<file path="src/rtl/sdrc_bank_arb_if.sv">
// Bank-FSM <-> arbiter <-> xfr_ctl command bus.
// slave = arbiter side, master = bank FSMs plus xfr_ctl side.
interface sdrc_bank_arb_if #(
  parameter int REQ_BW = 12,
  parameter int ID_W   = 4
);
  logic [3:0]          b2x_req;
  logic [7:0]          b2x_cmd;
  logic [47:0]         b2x_addr;
  logic [4*REQ_BW-1:0] b2x_len;
  logic [4*ID_W-1:0]   b2x_id;
  logic [3:0]          b2x_start;
  logic [3:0]          b2x_last;
  logic [3:0]          b2x_wrap;
  logic [3:0]          b2x_ack;
  logic [3:0]          trrd_delay;
  logic                x_req;
  logic [1:0]          x_cmd;
  logic [11:0]         x_addr;
  logic [REQ_BW-1:0]   x_len;
  logic [ID_W-1:0]     x_id;
  logic                x_start;
  logic                x_last;
  logic                x_wrap;
  logic [1:0]          x_ba;
  logic                x_ack;

  modport master (
    output b2x_req, b2x_cmd, b2x_addr, b2x_len, b2x_id,
           b2x_start, b2x_last, b2x_wrap, trrd_delay, x_ack,
    input  b2x_ack, x_req, x_cmd, x_addr, x_len, x_id,
           x_start, x_last, x_wrap, x_ba
  );

  modport slave (
    input  b2x_req, b2x_cmd, b2x_addr, b2x_len, b2x_id,
           b2x_start, b2x_last, b2x_wrap, trrd_delay, x_ack,
    output b2x_ack, x_req, x_cmd, x_addr, x_len, x_id,
           x_start, x_last, x_wrap, x_ba
  );
endinterface

</file>
<file path="src/rtl/sdrc_bank_arb.sv">
// Round-robin arbiter merging four bank FSM command streams into xfr_ctl, with tRRD spacing.
// Optional macro SDR_ARB_XFR_PRIO_EN: eligible RD/WR banks win over PRE/ACT before round robin.
module sdrc_bank_arb #(
  parameter int REQ_BW = 12,
  parameter int ID_W   = 4
) (
  input  logic           clk,
  input  logic           reset,
  sdrc_bank_arb_if.slave bus
);

  // Command encodings match sdrc_define.v
  localparam logic [1:0] OP_ACT = 2'b01;
`ifdef SDR_ARB_XFR_PRIO_EN
  localparam logic [1:0] OP_RD  = 2'b10;
  localparam logic [1:0] OP_WR  = 2'b11;
`endif

  logic [1:0] r_rr_ptr;
  logic [3:0] r_trrd_cnt;
  logic [1:0] w_cmd [4];
  logic [3:0] w_elig;
  logic [3:0] w_cand;
  logic [1:0] w_gnt;
  logic       w_req;
  logic       w_accept;

  // Per-bank command decode; ACTs are held off while the tRRD counter runs
  always_comb begin
    for (int i = 0; i < 4; i++) begin
      w_cmd[i]  = bus.b2x_cmd[2*i +: 2];
      w_elig[i] = bus.b2x_req[i] & ~((w_cmd[i] == OP_ACT) & (r_trrd_cnt != 4'd0));
    end
  end

`ifdef SDR_ARB_XFR_PRIO_EN
  logic [3:0] w_xfr;

  // Data-transfer tier: RD/WR banks compete alone whenever any is eligible
  always_comb begin
    for (int i = 0; i < 4; i++) begin
      w_xfr[i] = w_elig[i] & ((w_cmd[i] == OP_RD) | (w_cmd[i] == OP_WR));
    end
    if (|w_xfr) begin
      w_cand = w_xfr;
    end else begin
      w_cand = w_elig;
    end
  end
`else
  assign w_cand = w_elig;
`endif

  // Round-robin search from r_rr_ptr; descending loop lets the nearest candidate win
  always_comb begin
    w_gnt = 2'd0;
    for (int k = 3; k >= 0; k--) begin
      if (w_cand[r_rr_ptr + 2'(k)]) begin
        w_gnt = r_rr_ptr + 2'(k);
      end else begin
        w_gnt = w_gnt;
      end
    end
  end

  assign w_req    = |w_elig;
  assign w_accept = bus.x_ack & w_req;

  // Forward the granted bank's fields; everything zero when nothing is eligible
  always_comb begin
    if (w_req) begin
      bus.x_cmd   = w_cmd[w_gnt];
      bus.x_addr  = bus.b2x_addr[12*int'(w_gnt) +: 12];
      bus.x_len   = bus.b2x_len[REQ_BW*int'(w_gnt) +: REQ_BW];
      bus.x_id    = bus.b2x_id[ID_W*int'(w_gnt) +: ID_W];
      bus.x_start = bus.b2x_start[w_gnt];
      bus.x_last  = bus.b2x_last[w_gnt];
      bus.x_wrap  = bus.b2x_wrap[w_gnt];
      bus.x_ba    = w_gnt;
    end else begin
      bus.x_cmd   = 2'd0;
      bus.x_addr  = 12'd0;
      bus.x_len   = '0;
      bus.x_id    = '0;
      bus.x_start = 1'b0;
      bus.x_last  = 1'b0;
      bus.x_wrap  = 1'b0;
      bus.x_ba    = 2'd0;
    end
  end

  assign bus.x_req = w_req;

  // Acknowledge only the granted bank, in the same cycle as x_ack
  always_comb begin
    if (w_accept) begin
      bus.b2x_ack = 4'b0001 << w_gnt;
    end else begin
      bus.b2x_ack = 4'b0000;
    end
  end

  // Pointer advances past the served bank; tRRD reloads on an accepted ACT
  always_ff @(posedge clk or posedge reset) begin
    if (reset) begin
      r_rr_ptr   <= 2'd0;
      r_trrd_cnt <= 4'd0;
    end else begin
      if (w_accept) begin
        r_rr_ptr <= w_gnt + 2'd1;
      end else begin
        r_rr_ptr <= r_rr_ptr;
      end
      if (w_accept && (w_cmd[w_gnt] == OP_ACT)) begin
        r_trrd_cnt <= bus.trrd_delay;
      end else if (r_trrd_cnt != 4'd0) begin
        r_trrd_cnt <= r_trrd_cnt - 4'd1;
      end else begin
        r_trrd_cnt <= 4'd0;
      end
    end
  end

endmodule

</file>
<file path="src/flat_wrapper.sv">
// flat-port wrapper written by rule: the top's interface ports become plain ports
module sdrc_bank_arb_flat 
#(
  parameter int REQ_BW = 12,
  parameter int ID_W   = 4
)
  (clk, reset, bus_b2x_req, bus_b2x_cmd, bus_b2x_addr, bus_b2x_len, bus_b2x_id, bus_b2x_start, bus_b2x_last, bus_b2x_wrap, bus_trrd_delay, bus_x_ack, bus_b2x_ack, bus_x_req, bus_x_cmd, bus_x_addr, bus_x_len, bus_x_id, bus_x_start, bus_x_last, bus_x_wrap, bus_x_ba);
  sdrc_bank_arb_if #(.REQ_BW(REQ_BW), .ID_W(ID_W)) bus_i ();
  input  logic clk;
  input  logic reset;
  input wire logic [$bits(bus_i.b2x_req)-1:0] bus_b2x_req;
  input wire logic [$bits(bus_i.b2x_cmd)-1:0] bus_b2x_cmd;
  input wire logic [$bits(bus_i.b2x_addr)-1:0] bus_b2x_addr;
  input wire logic [$bits(bus_i.b2x_len)-1:0] bus_b2x_len;
  input wire logic [$bits(bus_i.b2x_id)-1:0] bus_b2x_id;
  input wire logic [$bits(bus_i.b2x_start)-1:0] bus_b2x_start;
  input wire logic [$bits(bus_i.b2x_last)-1:0] bus_b2x_last;
  input wire logic [$bits(bus_i.b2x_wrap)-1:0] bus_b2x_wrap;
  input wire logic [$bits(bus_i.trrd_delay)-1:0] bus_trrd_delay;
  input wire logic [$bits(bus_i.x_ack)-1:0] bus_x_ack;
  output wire logic [$bits(bus_i.b2x_ack)-1:0] bus_b2x_ack;
  output wire logic [$bits(bus_i.x_req)-1:0] bus_x_req;
  output wire logic [$bits(bus_i.x_cmd)-1:0] bus_x_cmd;
  output wire logic [$bits(bus_i.x_addr)-1:0] bus_x_addr;
  output wire logic [$bits(bus_i.x_len)-1:0] bus_x_len;
  output wire logic [$bits(bus_i.x_id)-1:0] bus_x_id;
  output wire logic [$bits(bus_i.x_start)-1:0] bus_x_start;
  output wire logic [$bits(bus_i.x_last)-1:0] bus_x_last;
  output wire logic [$bits(bus_i.x_wrap)-1:0] bus_x_wrap;
  output wire logic [$bits(bus_i.x_ba)-1:0] bus_x_ba;
  assign bus_i.b2x_req = bus_b2x_req;
  assign bus_i.b2x_cmd = bus_b2x_cmd;
  assign bus_i.b2x_addr = bus_b2x_addr;
  assign bus_i.b2x_len = bus_b2x_len;
  assign bus_i.b2x_id = bus_b2x_id;
  assign bus_i.b2x_start = bus_b2x_start;
  assign bus_i.b2x_last = bus_b2x_last;
  assign bus_i.b2x_wrap = bus_b2x_wrap;
  assign bus_i.trrd_delay = bus_trrd_delay;
  assign bus_i.x_ack = bus_x_ack;
  assign bus_b2x_ack = bus_i.b2x_ack;
  assign bus_x_req = bus_i.x_req;
  assign bus_x_cmd = bus_i.x_cmd;
  assign bus_x_addr = bus_i.x_addr;
  assign bus_x_len = bus_i.x_len;
  assign bus_x_id = bus_i.x_id;
  assign bus_x_start = bus_i.x_start;
  assign bus_x_last = bus_i.x_last;
  assign bus_x_wrap = bus_i.x_wrap;
  assign bus_x_ba = bus_i.x_ba;
  sdrc_bank_arb #(.REQ_BW(REQ_BW), .ID_W(ID_W)) u_core (.clk(clk), .reset(reset), .bus(bus_i));
endmodule
</file>
<file path="config.mk">
export PLATFORM = sky130hd
export DESIGN_NAME = sdrc_bank_arb_flat
export DESIGN_NICKNAME = d
export VERILOG_FILES = /design/src/rtl/sdrc_bank_arb_if.sv /design/src/rtl/sdrc_bank_arb.sv /design/src/flat_wrapper.sv
export SDC_FILE = /design/constraint.sdc
export NUM_CORES = 1
export LEC_CHECK = 0
export BUFFER_PORTS_ARGS = -buffer_cell sky130_fd_sc_hd__buf_4
export CORE_MARGIN = 2
export CORE_UTILIZATION = 30
export DETAILED_ROUTE_END_ITERATION = 6
export PLACE_DENSITY = 0.73
export SLEW_MARGIN = 20
export SYNTH_ARGS = -nofsm -noshare
export SYNTH_HDL_FRONTEND = slang
export SYNTH_SLANG_ARGS = --single-unit
</file>
<file path="constraint.sdc">
create_clock -name clk -period 3.66 [get_ports clk]
set_input_delay 0.183 -clock clk [delete_from_list [all_inputs] [get_ports clk]]
set_output_delay 0.183 -clock clk [all_outputs]
set_load 0.01 [all_outputs]
</file>
==> results of run 1 <==
[how the worst max path moves through the flow]
stage	startpoint	to	slack, ns	depth (start not counted)
5_1_grt	u_core.r_trrd_cnt[0]	bus_x_len[6]	0.09	8
6_report	u_core.r_trrd_cnt[0]	bus_x_len[6]	0.30	8
4_1_cts	u_core.r_trrd_cnt[0]	bus_x_len[6]	0.31	8
2_1_floorplan	u_core.r_trrd_cnt[0]	bus_x_id[0]	0.97	8
3_5_place_dp	u_core.r_trrd_cnt[0]	bus_x_len[5]	0.55	8
3_3_place_gp	u_core.r_trrd_cnt[0]	bus_x_len[5]	0.60	8
[registers in the layout (all words and copies together), names as in the netlist]
name,count
u_core.r_rr_ptr,2
u_core.r_trrd_cnt,4
[power by group through the flow]
| stage | registers [uW] | logic [uW] | clock network, uW |
|---|---|---|---|
| 2_1_floorplan | 137 | 911 | 0 |
| 3_3_place_gp | 146 | 1360 | 0 |
| 3_5_place_dp | 148 | 1380 | 0 |
| 4_1_cts | 147 | 1380 | 102 |
| 5_1_grt | 152 | 1480 | 106 |
| 6_report | 148 | 1370 | 100 |
[per-stage QoR]
step | hold slack (ns) | worst slack [ns]
finish | 0.2211 | 0.2998
global route | 0.2439 | 0.08582
detailed placement | 0.1121 | 0.5525
global placement | 0.1141 | 0.5993
floorplan | -0.02604 | 0.9703
CTS | 0.2251 | 0.3108
[tightest hold or removal path, stage by stage]
cell and delay [ns]:
sky130_fd_sc_hd__buf_4 0.11, sky130_fd_sc_hd__inv_1 0.04, sky130_fd_sc_hd__o41ai_1 0.07
[per-layer routing]
metal | up-vias | track usage, % | part of all wire [%]
li1 | 909 | - | -
met1 | 929 | 25.69 | 37
met2 | 89 | 40.61 | 53
met3 | 12 | 4.070 | 7.3
met4 | 0 | 7.143 | 2.1
met5 | - | 0 | 0
[repair_timing]
item	in CTS	in global routing
hold buffers	1	0
hold endpoints to repair	6	0
setup buffers	0	0
[final cells by class]
cell class	instances	area, um2	share of cell area, %
Tap cell	70	87.58	2.863
Sequential cell	6	150.1	4.908
Multi-Input combinational cell	109	1324	43.27
Clock buffer	3	41.29	1.350
Timing Repair Buffer	186	1399	45.73
Inverter	14	57.56	1.881
[cell families after synthesis]
| group | share of synthesized area [%] |
|---|---|
| AO/OA/AOI/OAI | 12.07 |
| flip-flops | 9.288 |
| multiplexers | 47.37 |
| AND/OR/NAND/NOR | 19.35 |
| adder cells (fa/ha/maj) | 3.096 |
| buffers and inverters | 8.822 |
[placed cells by master (no fill, tap or decap), drive strengths merged, types with 4 or more instances in the layout]
cell type / synthesis / final
inv: 13 / 13
o21ai: 4 / 4
and2: 33 / 33
nor2: 4 / 4
o41ai: 4 / 4
ha: 4 / 4
dfrtp: 6 / 6
buf: 6 / 185
a21oi: 4 / 4
mux4: 33 / 33
and3: 4 / 4
==> load_flow_metrics.sql, run 1 <==
INSERT INTO impl_metrics (metric_group, metric, value, unit) VALUES
('drt', 'route.final.wire_length', '6757', 'um'),
('place', 'dp.final_hpwl', '5663', 'um'),
('run', 'cap_viol_max_count', '0', ''),
('place', 'routabilityCongestion', '0.8620', ''),
('clocking', 'clk_root_buffer_cell', 'sky130_fd_sc_hd__clkbuf_8', ''),
('pwr', 'power_frac_comb', '84.6', '%'),
('clocking', 'cts_made_buffers', '3', ''),
('setup_path', 'worst-endpoint-required', '3.48', 'ns'),
('clocking', 'clkTransAtPathRegs', '0.04', 'ns'),
('sta', 'fmaxAchievable', '297.6', 'MHz'),
('setup_path', 'worstReg2RegStart', 'u_core.r_trrd_cnt[0]', ''),
('floorplan', 'die-area', '5992', 'um2'),
('cells_and_area', 'final_core_util', '59.52', '%'),
('logic_synthesis', 'synth.avg_cell_area', '11.63', 'um2'),
('cells_and_area', 'finished_cell_area', '3059', 'um2'),
('hold_path', 'min_delay_worst_endpoint', 'u_core.r_trrd_cnt[0]', ''),
('drt', 'drt_first_pass_iters', '4', ''),
('setup_path', 'timing.rr.end', 'u_core.r_rr_ptr[1]', ''),
('floorplan', 'die_boundary_height', '77.41', 'um'),
('outcome', 'outcome', 'finished, final reports clean', ''),
('logic_synthesis', 'postSynthNetCount', '286', ''),
('setup_path', 'timing.critical_path.max_delay_family', 'multiplexers', ''),
('logic_synthesis', 'yosysWarningCount', '0', ''),
('sta', 'hold_viol', '0', ''),
('logic_synthesis', 'synth_async_sr_flop_share', '100.0', '%'),
('logic_synthesis', 'synth_sequential_area_ratio', '9.288', '%'),
('global_route', 'grt_util_all_layers', '22.05', '%'),
('clocking', 'post_cts_resized', '0', ''),
('logic_synthesis', 'synth_cell_type_count', '35', ''),
('setup_path', 'path_cells', 'nor4_4 > o21ai_1 > mux2_2 > o221a_4 > inv_6 > mux4_2 > and2_1 > buf_4', ''),
('pwr', 'switching_power', '650.6', 'uW'),
('logic_synthesis', 'synthesized_flop_and_latch_total', '6', ''),
('clocking', 'cts.sinks', '6', ''),
('clocking', 'cts-htree-levels', '1', ''),
('global_route', 'wire_length_of_the_first_global_routing_pass', '10450', 'um'),
('hold_path', 'whs_path_depth', '3', ''),
('pwr', 'p_sw_share', '40.29', '%'),
('logic_synthesis', 'synth_most_common_cell', 'sky130_fd_sc_hd__mux4_2', ''),
('cells_and_area', 'fin_cells', '388', ''),
('clocking', 'clock_insertion_delay_worst_skew', '0.23', 'ns'),
('sta', 'worst_slew_pin_slew', '0.6711', 'ns'),
('cells_and_area', 'nets', '467', ''),
('pwr', 'power.clock.fraction', '6.2', '%'),
('setup_path', 'maximum_net_fanout_on_the_critical_path', '34', ''),
('drt', 'avgRoutedWirePerCell', '17.41', 'um'),
('clocking', 'cts_tree', 'yes', ''),
('floorplan', 'pin_count', '183', ''),
('pwr', 'p_int', '964.3', 'uW'),
('setup_path', 'critPathLaunchType', 'flip-flop', ''),
('drt', 'viasPerCell', '4.997', ''),
('setup_path', 'max_stage_delay', '0.57', 'ns'),
('sta', 'timing.final.crit_share', '91.81', '%'),
('hold_path', 'hold_path_class', 'primary input to flip-flop', ''),
('cells_and_area', 'antenna-diode-count', '0', ''),
('global_route', 'antenna_violations_before_repair', '0', ''),
('pwr', 'power_density', '527.9', 'nW/um2'),
('setup_path', 'worst_setup_path_class', 'flip-flop to output pin', ''),
('sta', 'report.final.slew_viol_count', '0', ''),
('floorplan', 'initial_cell_density_of_the_core', '31.45', '%'),
('logic_synthesis', 'dominantRegCellSynth', 'sky130_fd_sc_hd__dfrtp_1', ''),
('drt', 'vias', '1939', ''),
('global_route', 'globalRouteOverflowTotal', '0', ''),
('floorplan', 'std_cell_core_area', '5140', 'um2'),
('place', 'place_area', '3008', 'um2'),
('drt', 'ant_nets', '0', ''),
('pwr', 'seq_power_share', '9.2', '%'),
('logic_synthesis', 'synthesis.area', '1617', 'um2'),
('cells_and_area', 'num-fill-cells', '466', ''),
('logic_synthesis', 'synth_top_cells_by_count', 'sky130_fd_sc_hd__mux4_2, sky130_fd_sc_hd__and2_1, sky130_fd_sc_hd__inv_1', ''),
('logic_synthesis', 'synth.area.top_cells', 'sky130_fd_sc_hd__mux4_2, sky130_fd_sc_hd__and2_1, sky130_fd_sc_hd__dfrtp_1', ''),
('logic_synthesis', 'area_share_of_the_leading_cell_type_in_the_synthesized_netlist', '45.98', '%');
Power figures use the tool's default switching activity.
==> run 2, diff against run 1 <==
Settings changed: ABC_AREA set to 1, ABC_CLOCK_PERIOD_IN_PS set to 3660, PLACE_DENSITY 0.73 to 0.67.
==> run 2 against run 1 <==
Sequential power decreased by 5%. Clock-buffer cell count unchanged. Setup slack improved by 0.23 ns. First-iteration DRC count increased by 7.8%. Sequential share of layout area decreased by 0.46 points. Routed wire length increased by 17%. Non-clock buffer count increased by 1. Hold slack got worse by 0.0052 ns. Combinational power increased to 2.8 times the previous value. Critical path depth increased by 9. Die area increased by 21%. Critical path type unchanged. Critical endpoint is now bus_x_addr[7]. Largest cell class is now multi-input gates. Largest power group unchanged.
==> load_flow_metrics.sql, run 2 <==
INSERT INTO impl_metrics (metric_group, metric, value, unit) VALUES
('cells_and_area', 'flip_flop_count_of_the_largest_register_all_copies_and_words_added', '4', ''),
('clocking', 'clk_root_buffer_cell', 'sky130_fd_sc_hd__clkbuf_8', ''),
('global_route', 'gr-usage-met3', '3.599', '%'),
('pwr', 'ir_drop', '0.6574', 'mV'),
('logic_synthesis', 'synth-edff-count', '0', ''),
('floorplan', 'rows', '29', ''),
('clocking', 'clkTransAtPathRegs', '0.04', 'ns'),
('sta', 'post-route-worst-setup-slack', '0.5329', 'ns'),
('pwr', 'power.clock.fraction', '2.3', '%'),
('global_route', 'groute.layer.met2.usage', '37.22', '%'),
('cells_and_area', 'nets', '677', ''),
('setup_path', 'critPathLaunchType', 'flip-flop', ''),
('cells_and_area', 'antenna-diode-count', '0', ''),
('cells_and_area', 'fin_cells', '605', ''),
('hold_path', 'hold_path_startpoint', 'bus_trrd_delay[0]', ''),
('place', 'portBuffers', '182', ''),
('drt', 'ant_nets', '0', ''),
('cells_and_area', 'finished_cell_area', '3373', 'um2'),
('setup_path', 'timing.critical_path.depth', '17', ''),
('logic_synthesis', 'synth_sequential_area_ratio', '7.605', '%'),
('setup_path', 'crit_path_start', 'u_core.r_trrd_cnt[0]', ''),
('global_route', 'wire_length_of_the_first_global_routing_pass', '12700', 'um'),
('floorplan', 'die_width', '85.13', 'um'),
('cells_and_area', 'synthToLayoutAreaGrowth', '70.85', '%'),
('floorplan', 'die_boundary_height', '85.13', 'um'),
('setup_path', 'timing.critical_path.max_delay_family', 'simple AND/OR/NAND/NOR gates', ''),
('logic_synthesis', 'synth_top_cells_by_count', 'sky130_fd_sc_hd__nor2_1, sky130_fd_sc_hd__o21ai_1, sky130_fd_sc_hd__nand2_1', ''),
('setup_path', 'worst-endpoint-required', '3.48', 'ns'),
('drt', 'avgRoutedWirePerCell', '13.12', 'um'),
('sta', 'hold_viol', '0', ''),
('global_route', 'antenna_violations_before_repair', '0', ''),
('floorplan', 'die-area', '7246', 'um2'),
('sta', 'timing.final.crit_share', '85.44', '%'),
('logic_synthesis', 'synthesized_flop_and_latch_total', '6', ''),
('run', 'cap_viol_max_count', '0', ''),
('setup_path', 'arrival_time_reported_for_the_critical_path_endpoint', '2.94', 'ns'),
('logic_synthesis', 'dominantRegCellSynth', 'sky130_fd_sc_hd__dfrtp_1', ''),
('cells_and_area', 'final_core_util', '53.12', '%'),
('hold_path', 'hold_path_class', 'primary input to flip-flop', ''),
('logic_synthesis', 'synth.area.top_cells', 'sky130_fd_sc_hd__nor2_1, sky130_fd_sc_hd__o21ai_1, sky130_fd_sc_hd__o21ai_2', ''),
('setup_path', 'slowest_stage', 'sky130_fd_sc_hd__buf_4', ''),
('outcome', 'outcome', 'finished, final reports clean', ''),
('global_route', 'groute.layer.met1.usage', '25.44', '%'),
('sta', 'grt_setup_unrepaired', 'false', ''),
('global_route', 'globalRouteOverflowTotal', '0', ''),
('pwr', 'p_sw_share', '56.44', '%'),
('drt', 'viasPerCell', '4.805', ''),
('place', 'routabilityCongestion', '0.8374', ''),
('logic_synthesis', 'synth.avg_cell_area', '5.469', 'um2'),
('setup_path', 'critPathBufInv', '3', ''),
('global_route', 'busiest_layer', 'met2', ''),
('pwr', 'power_frac_comb', '94.3', '%'),
('setup_path', 'timing.rr.end', 'u_core.r_rr_ptr[1]', ''),
('logic_synthesis', 'synth_cell_type_count', '26', ''),
('setup_path', 'rrSetupSlack', '0.86', 'ns'),
('cells_and_area', 'drive_gt1_share', '46.97', '%'),
('clocking', 'clock_insertion_delay_worst_skew', '0.22', 'ns'),
('place', 'dp.final_hpwl', '6191', 'um'),
('sta', 'worst_slew_pin_slew', '0.8223', 'ns'),
('setup_path', 'worst_setup_path_class', 'flip-flop to output pin', ''),
('pwr', 'power_density', '1224', 'nW/um2'),
('drt', 'detailedRoute.firstIterationViolations', '97', ''),
('setup_path', 'worstSetupEndpoint', 'bus_x_addr[7]', ''),
('setup_path', 'worstReg2RegStart', 'u_core.r_trrd_cnt[0]', ''),
('logic_synthesis', 'synth.largest_area_cell', 'sky130_fd_sc_hd__nor2_1', ''),
('floorplan', 'pin_count', '183', ''),
('cells_and_area', 'biggestRegsByFlops', 'u_core.r_trrd_cnt (4), u_core.r_rr_ptr (2)', ''),
('clocking', 'cts_tree', 'yes', ''),
('clocking', 'cts.sinks', '6', ''),
('drt', 'vias', '2907', ''),
('sta', 'fmaxAchievable', '319.8', 'MHz'),
('setup_path', 'maximum_net_fanout_on_the_critical_path', '37', ''),
('clocking', 'cts-htree-levels', '1', ''),
('setup_path', 'max_stage_delay', '0.44', 'ns'),
('floorplan', 'std_cell_core_area', '6350', 'um2'),
('pwr', 'switching_power', '2330', 'uW'),
('logic_synthesis', 'synthesis.area', '1974', 'um2'),
('clocking', 'post_cts_resized', '0', ''),
('sta', 'period_minus_slack', '3.127', 'ns'),
('pwr', 'seq_power_share', '3.4', '%'),
('floorplan', 'initial_cell_density_of_the_core', '31.09', '%'),
('pwr', 'static-leakage-power', '0.001842', 'uW'),
('sta', 'slew_headroom', '44.99', '%'),
('logic_synthesis', 'postSynthNetCount', '508', ''),
('sta', 'setup_viol', '0', ''),
('logic_synthesis', 'area_share_of_the_leading_cell_type_in_the_synthesized_netlist', '14.07', '%'),
('place', 'dp_slack', '0.7783', 'ns'),
('drt', 'drcViolationCount', '0', ''),
('logic_synthesis', 'synth_most_common_cell', 'sky130_fd_sc_hd__nor2_1', ''),
('pwr', 'p_int', '1798', 'uW'),
('place', 'dpl.cell_count', '601', ''),
('cells_and_area', 'final_common_cell', 'sky130_fd_sc_hd__buf_4', ''),
('global_route', 'grt_max_degree', '38', ''),
('setup_path', 'path_cells', 'nor2_4 > nand2_4 > nand2_2 > nand3_2 > nand2_1 > nand2_1 > nand2_1 > inv_2 > nand2_1 > nand2_2 > nand2_4 > buf_4 > nor2_1 > nor2_1 > o21ai_1 > a21oi_1 > buf_4', ''),
('logic_synthesis', 'synth_async_sr_flop_share', '100.0', '%'),
('cells_and_area', 'top_register', 'u_core.r_trrd_cnt', ''),
('logic_synthesis', 'yosysWarningCount', '0', ''),
('setup_path', 'path_common_cell', 'sky130_fd_sc_hd__nand2_1', ''),
('clocking', 'cts_made_buffers', '3', ''),
('sta', 'totalNegativeSetupSlack', '0', 'ns'),
('drt', 'route.final.wire_length', '7939', 'um'),
('clocking', 'clk_path_buf_depth', '2', ''),
('setup_path', 'timing.critical_path.to_type', 'output pin', ''),
('sta', 'clock_skew', '0.001643', 'ns'),
('logic_synthesis', 'synthCells', '361', ''),
('global_route', 'grt_util_all_layers', '20.55', '%'),
('global_route', 'first_global_vias', '2795', ''),
('cells_and_area', 'layout.cells.most_common_list', 'sky130_fd_sc_hd__buf_4, sky130_fd_sc_hd__nor2_1, sky130_fd_sc_hd__o21ai_1', ''),
('place', 'place_area', '3322', 'um2'),
('drt', 'drt_first_pass_iters', '4', ''),
('setup_path', 'r2r_cells', '15', ''),
('sta', 'report.final.slew_viol_count', '0', '');
==> run 2: cell count changes in the layout (fill, tap and decap cells not counted), moves of 24 or more <==
cell                      delta
sky130_fd_sc_hd__a21oi_1    +28
sky130_fd_sc_hd__and2_1     -32
sky130_fd_sc_hd__inv_1      +24
sky130_fd_sc_hd__mux4_2     -33
sky130_fd_sc_hd__nand2_1    +34
sky130_fd_sc_hd__nor2_1     +70
sky130_fd_sc_hd__o21ai_1    +53
sky130_fd_sc_hd__o21ai_2    +26
==> run 2: routing by layer <==
metal	share of wire [%]	vias up	routed length, um
met4	0.96	0	76
met2	50	108	3957
met3	7.8	8	622
met1	41	1274	3282
li1	-	1517	-
met5	0	-	0
==> run 2: worst min path at each step <==
| stage | slack [ns] | cells past startpoint | endpoint |
|---|---|---|---|
| 5_1_grt | 0.26 | 3 | u_core.r_trrd_cnt[1] |
| 4_1_cts | 0.21 | 3 | u_core.r_trrd_cnt[0] |
| 3_3_place_gp | 0.12 | 2 | u_core.r_trrd_cnt[0] |
| 2_1_floorplan | -0.03 | 1 | u_core.r_rr_ptr[0] |
| 3_5_place_dp | 0.12 | 2 | u_core.r_trrd_cnt[0] |
| 6_report | 0.22 | 3 | u_core.r_trrd_cnt[0] |
==> run 2: area by class of cell <==
| type | instances | area, um2 |
|---|---|---|
| Inverter | 51 | 193.9 |
| Timing Repair Buffer | 187 | 1431 |
| Tap cell | 77 | 96.34 |
| Sequential cell | 6 | 150.1 |
| Fill cell | 671 | 2977 |
| Multi-Input combinational cell | 281 | 1460 |
| Clock buffer | 3 | 41.29 |
==> run 2: through the flow <==
step	total power, uW	hold slack [ns]
floorplan	2878	-0.02604
detailed placement	4025	0.1183
global route	4577	0.2553
global placement	3981	0.1174
finish	4129	0.2159
CTS	4142	0.2136
==> run 2: logic make-up after synthesis <==
| family | count (synthesis) | share of synthesized area [%] |
|---|---|---|
| simple gates | 144 | 31.81 |
| compound gates | 133 | 39.48 |
| buf+inv | 74 | 18.57 |
| flops | 6 | 7.604 |
| fa+ha+maj | 4 | 2.535 |
==> run 2: repair_timing <==
item,CTS,global route
hold buffers,1,0
hold endpoints to repair,6,0
setup buffers,0,0
==> run 2: power groups by stage <==
stage / registers (uW) / logic [uW] / clock network [uW]
final: 140 / 3890 / 96.7
after floorplan: 133 / 2750 / 0
after global placement: 139 / 3840 / 0
after global routing: 143 / 4330 / 104
after detailed placement: 140 / 3880 / 0
after CTS: 140 / 3900 / 98.0
==> run 2: worst reg2reg max path: cells and delay by family, from the launching register on <==
family | cells | cell delay, ns
adders and majority gates | 1 | 0.28
buffers and inverters | 2 | 0.71
AOI/OAI and AO/OA | 2 | 0.16
and+or+nand+nor | 10 | 1.14
DFF | 1 | 0.41
